<file path="config.mk">
export PLATFORM = sky130hd
export DESIGN_NAME = syscall_io_unit
export DESIGN_NICKNAME = d
export VERILOG_FILES = /design/src/rtl/syscall_io_unit.sv
export SDC_FILE = /design/constraint.sdc
export NUM_CORES = 1
export LEC_CHECK = 0
export ABC_AREA = 1
export CORE_UTILIZATION = 46
export CTS_CLUSTER_SIZE = 12
export DETAILED_ROUTE_END_ITERATION = 7
export PLACE_DENSITY = 0.85
export SYNTH_ARGS = -nofsm -noshare
export SYNTH_HDL_FRONTEND = slang
export SYNTH_SLANG_ARGS = --single-unit
</file>
<file path="constraint.sdc">
create_clock -name clk -period 2.8 [get_ports clk]
set_input_delay 0.42 -clock clk [delete_from_list [all_inputs] [get_ports clk]]
set_output_delay 0.42 -clock clk [all_outputs]
set_load 0.1 [all_outputs]
</file>
<file path="src/rtl/syscall_io_unit.sv">
// Syscall responder: services print-int through an output FIFO, read-int through the board
// input handshake with a $v0 write-back, and exit by halting the CPU until reset.
module syscall_io_unit #(
   parameter int SYS_OP_W     = 4,
   parameter int OP_PRINT_INT = 1,
   parameter int OP_READ_INT  = 5,
   parameter int OP_EXIT      = 10,
   parameter int FIFO_DEPTH   = 4
) (
   input  logic                            clk,
   input  logic                            rst,
   input  logic                            syscall,
   input  logic [SYS_OP_W-1:0]             sys_op,
   input  logic [31:0]                     sys_arg,
   output logic                            stall,
   output logic                            wb_en,
   output logic [4:0]                      wb_addr,
   output logic [31:0]                     wb_data,
   input  logic                            in_valid,
   input  logic [31:0]                     in_data,
   output logic                            in_ready,
   output logic                            out_valid,
   output logic [31:0]                     out_data,
   input  logic                            out_ready,
   output logic                            halted,
   output logic [$clog2(FIFO_DEPTH):0]     fifo_count,
   output logic                            bad_op
);
   localparam int AW = $clog2(FIFO_DEPTH);
   localparam int CW = AW + 1;

   typedef enum logic [1:0] {IDLE = 2'd0, WAIT_IN = 2'd1, WRITE_BACK = 2'd2, HALT = 2'd3} state_t;

   state_t            state_r, state_s;
   logic [31:0]       mem_r [FIFO_DEPTH];
   logic [AW-1:0]     wr_ptr_r, rd_ptr_r;
   logic [CW-1:0]     count_r;
   logic [31:0]       wb_data_r;
   logic              wb_en_r, halted_r, bad_op_r;
   logic              push_s, pop_s, stall_s, in_ready_s, capture_s, bad_set_s;

   assign pop_s = out_ready && (count_r != {CW{1'b0}});

   // Next-state and handshake decode
   always_comb begin
      state_s    = state_r;
      push_s     = 1'b0;
      stall_s    = 1'b0;
      in_ready_s = 1'b0;
      capture_s  = 1'b0;
      bad_set_s  = 1'b0;
      case (state_r)
         IDLE: begin
            if (syscall) begin
               case (sys_op)
                  SYS_OP_W'(OP_PRINT_INT): begin
                     if ((count_r < CW'(FIFO_DEPTH)) || pop_s) begin
                        push_s = 1'b1;
                     end else begin
                        stall_s = 1'b1;
                     end
                  end
                  SYS_OP_W'(OP_READ_INT): begin
                     stall_s = 1'b1;
                     state_s = WAIT_IN;
                  end
                  SYS_OP_W'(OP_EXIT): begin
                     stall_s = 1'b1;
                     state_s = HALT;
                  end
                  default: bad_set_s = 1'b1;
               endcase
            end else begin
               stall_s = 1'b0;
            end
         end
         WAIT_IN: begin
            stall_s    = 1'b1;
            in_ready_s = 1'b1;
            if (in_valid) begin
               capture_s = 1'b1;
               state_s   = WRITE_BACK;
            end else begin
               state_s = WAIT_IN;
            end
         end
         WRITE_BACK: state_s = IDLE;
         HALT:       stall_s = 1'b1;
         default:    state_s = IDLE;
      endcase
   end

   // Control state, write-back capture and sticky status
   always_ff @(posedge clk) begin
      if (rst) begin
         state_r   <= IDLE;
         wb_data_r <= 32'd0;
         wb_en_r   <= 1'b0;
         halted_r  <= 1'b0;
         bad_op_r  <= 1'b0;
      end else begin
         state_r  <= state_s;
         wb_en_r  <= (state_s == WRITE_BACK);
         halted_r <= (state_s == HALT);
         bad_op_r <= bad_op_r | bad_set_s;
         if (capture_s) begin
            wb_data_r <= in_data;
         end
      end
   end

   // FIFO pointers and occupancy; simultaneous push and pop keep the count
   always_ff @(posedge clk) begin
      if (rst) begin
         wr_ptr_r <= {AW{1'b0}};
         rd_ptr_r <= {AW{1'b0}};
         count_r  <= {CW{1'b0}};
      end else begin
         if (push_s) begin
            wr_ptr_r <= wr_ptr_r + {{(AW-1){1'b0}}, 1'b1};
         end
         if (pop_s) begin
            rd_ptr_r <= rd_ptr_r + {{(AW-1){1'b0}}, 1'b1};
         end
         case ({push_s, pop_s})
            2'b10:   count_r <= count_r + {{(CW-1){1'b0}}, 1'b1};
            2'b01:   count_r <= count_r - {{(CW-1){1'b0}}, 1'b1};
            default: count_r <= count_r;
         endcase
      end
   end

   // FIFO storage; stale words are masked by the empty check on the read side
   always_ff @(posedge clk) begin
      if (push_s) begin
         mem_r[wr_ptr_r] <= sys_arg;
      end
   end

   assign stall      = stall_s;
   assign in_ready   = in_ready_s;
   assign wb_en      = wb_en_r;
   assign wb_addr    = 5'd2;
   assign wb_data    = wb_data_r;
   assign out_valid  = (count_r != {CW{1'b0}});
   assign out_data   = out_valid ? mem_r[rd_ptr_r] : 32'd0;
   assign halted     = halted_r;
   assign fifo_count = count_r;
   assign bad_op     = bad_op_r;
endmodule

</file>
==> impl_metrics.tcl <==
set metrics [dict create \
    status "complete, no violations" \
    final.min_clock_period_ns 2.663 \
    viasPerCell 5.374 \
    dr.pass1.iters 5 \
    worstSetupPathType "register to output port" \
    ys_ff_latch 174 \
    antenna_found_initial 0 \
    grt_pass1_wl_um 25600 \
    synth_cell_types 22 \
    vias 5224 \
    postRouteWirelength_um 15910 \
    tightest_slew_ns 0.6599 \
    grt_overflow 0 \
    die_y_um 124.5 \
    crit_required_ns 2.38 \
    dieArea_mm2 0.01550 \
    p_per_area_mw_per_mm2 811.6 \
    fp.dieW_um 124.5 \
    drt_iter0_markers 514 \
    ys_seq_area_frac 0.6901 \
    io_pins 151 \
    worstSetupEndpointType "output port" \
    final_nets 854 \
    finalSetupTns_ns 0 \
    cts_setup_buffers 0 \
    grt_max_degree 37 \
    pre_cts_ws_ns 0.3879 \
    synth.area.top_cells "edfxtp_1 56%, dfxtp_1 13%, nor2_1 8.0%" \
    setup_slack_ns 0.1374 \
    finalCritPeriodShare 0.9509 \
    synth.avg_cell_area_um2 10.86 \
    first_global_vias 5262 \
    antenna_cells 0 \
    relSlewSlack 0.5592 \
    htree_levels 4 \
    min-delay-path-class "register to register" \
    port_buffers 145 \
    wl_per_cell_um 16.37 \
    peakVddDrop_uv 429.1 \
    syn_inst 636 \
    worstPathMaxFanout 32 \
    hold_buffers 0 \
    crit_arrival_ns 2.24 \
    start_util 0.4732 \
    drv_cap 0 \
    hold_viol 0 \
    fin_skew_ns 0.005900 \
    drive_above_1_share 0.2069 \
    syn_area_mm2 0.006904 \
    dpl.hpwl_um 9890 \
    rows 44 \
    cts_tree "built" \
    setup_viol 0 \
    drc_errors 0 \
    grt_usage 0.2129 \
    core_area_mm2 0.01459 \
    place_congestion 0.7823 \
    synth_ff_type "edfxtp_1" \
    drv_slew 0 \
    synth_top_area_share 0.5567 \
    ctsRootBufferMaster "clkbuf_16" \
    rrSetupSlack_ns 0.92 \
    fillers 998 \
    ant_nets 0 \
    hold_slack_ns 0.4631 \
    fmax_mhz 375.6 \
    cts_resized 0 \
    clock-sinks 174 \
    leakagePower_uw 0.003406 \
    synth.most_common_cell "nor2_1" \
    synth_edf_count 128 \
    start_kind "register" \
    netlist_top_cells_count "148 x nor2_1, 128 x edfxtp_1, 72 x a21oi_1" \
    synth_warnings 0 \
    clock_latency_ns 0.42 \
    ys_async_sr_fraction 0 \
    grt_setup_unrepaired "no" \
    synth_top_area_cell "edfxtp_1" \
    area_growth_pct 40.25 \
    cts_made_buffers 17 \
    clockBufferDepth 2 \
    path_clk_slew_ns 0.06 \
]
cells in the final DEF (no fill, tap or decap), drive strengths merged:
| cell | instances |
|---|---|
| buf | 87 |
| inv | 32 |
| dfxtp | 46 |
| nand3 | 40 |
| clkbuf | 20 |
| nand2 | 51 |
| a21oi | 72 |
| o21ai | 69 |
| conb | 5 |
| xor2 | 1 |
| clkinvlp | 2 |
| nor2 | 149 |
| nand4 | 2 |
| fa | 1 |
| edfxtp | 128 |
| ha | 5 |
| clkinv | 6 |
| clkdlybuf4s50 | 72 |
final timing paths:
path / from / to / cells past startpoint
min reg2reg: wb_data[29] / wb_data[29] / 2
max: register / out_data[10] / 5
max reg2reg: fifo_count[0] / fifo_count[2] / 11
min: wb_data[29] / wb_data[29] / 2
per-stage QoR:
stage | total power [uW] | cell area [um2] | util | instances
2_1_floorplan | 4817 | 7269 | - | 639
3_3_place_gp | 5710 | 9138 | 0.6263 | 940
3_5_place_dp | 5745 | 9138 | 0.6263 | 940
4_1_cts | 7915 | 9679 | 0.6635 | 972
5_1_grt | 8100 | 9683 | 0.6637 | 972
6_report | 7859 | 9683 | 0.6637 | 972
kinds of logic (layout without fill, tap and decap cells):
logic type      after synthesis  after routing  synth area share
compound gates              141            141            0.1022
flops                       174            174            0.6901
buf+inv                      70            219           0.05237
xor+xnor                      1              1          0.001269
simple gates                242            242            0.1410
fa+ha+maj                     6              6           0.01196
other cells                   2              5          0.001088
critical path, stage by stage, from the launching register on:
cell and delay, ns:
dfxtp_1 0.37, clkinvlp_4 0.54, nor2_1 0.29, o21ai_0 0.21
a21oi_4 0.20, buf_12 0.19
state kept, by name, summed over array words and instances (netlist names), named ones only:
name and cells:
rd_ptr_r 2, fifo_count 3, halted 1, wb_data 32, wr_ptr_r 2, wb_en 1, state_r 2, mem_r 128
bad_op 1
per-layer routing:
| layer | share of wire | wire length (um) | GRT usage | vias to the layer above |
|---|---|---|---|---|
| li1 | - | - | - | 2452 |
| met1 | 0.39 | 6197 | 0.2459 | 2517 |
| met2 | 0.52 | 8253 | 0.3763 | 233 |
| met3 | 0.075 | 1191 | 0.05713 | 22 |
| met4 | 0.017 | 266 | 0.07867 | 0 |
| met5 | 0 | 0 | 0 | - |
where the power goes:
part / internal (uW) / switching, uW
Sequential: 2790 / 33.8
Combinational: 899 / 1960
Clock: 1160 / 1010
layout make-up:
cell class | count | area [um2] | area share
Inverter | 28 | 110.1 | 0.01137
Tap cell | 184 | 230.2 | 0.02378
Sequential cell | 174 | 4770 | 0.4926
Clock inverter | 12 | 105.1 | 0.01085
Timing Repair Buffer | 159 | 1862 | 0.1923
Multi-Input combinational cell | 395 | 2170 | 0.2241
Clock buffer | 20 | 436.7 | 0.04510
(Power assumes the default switching activity.)
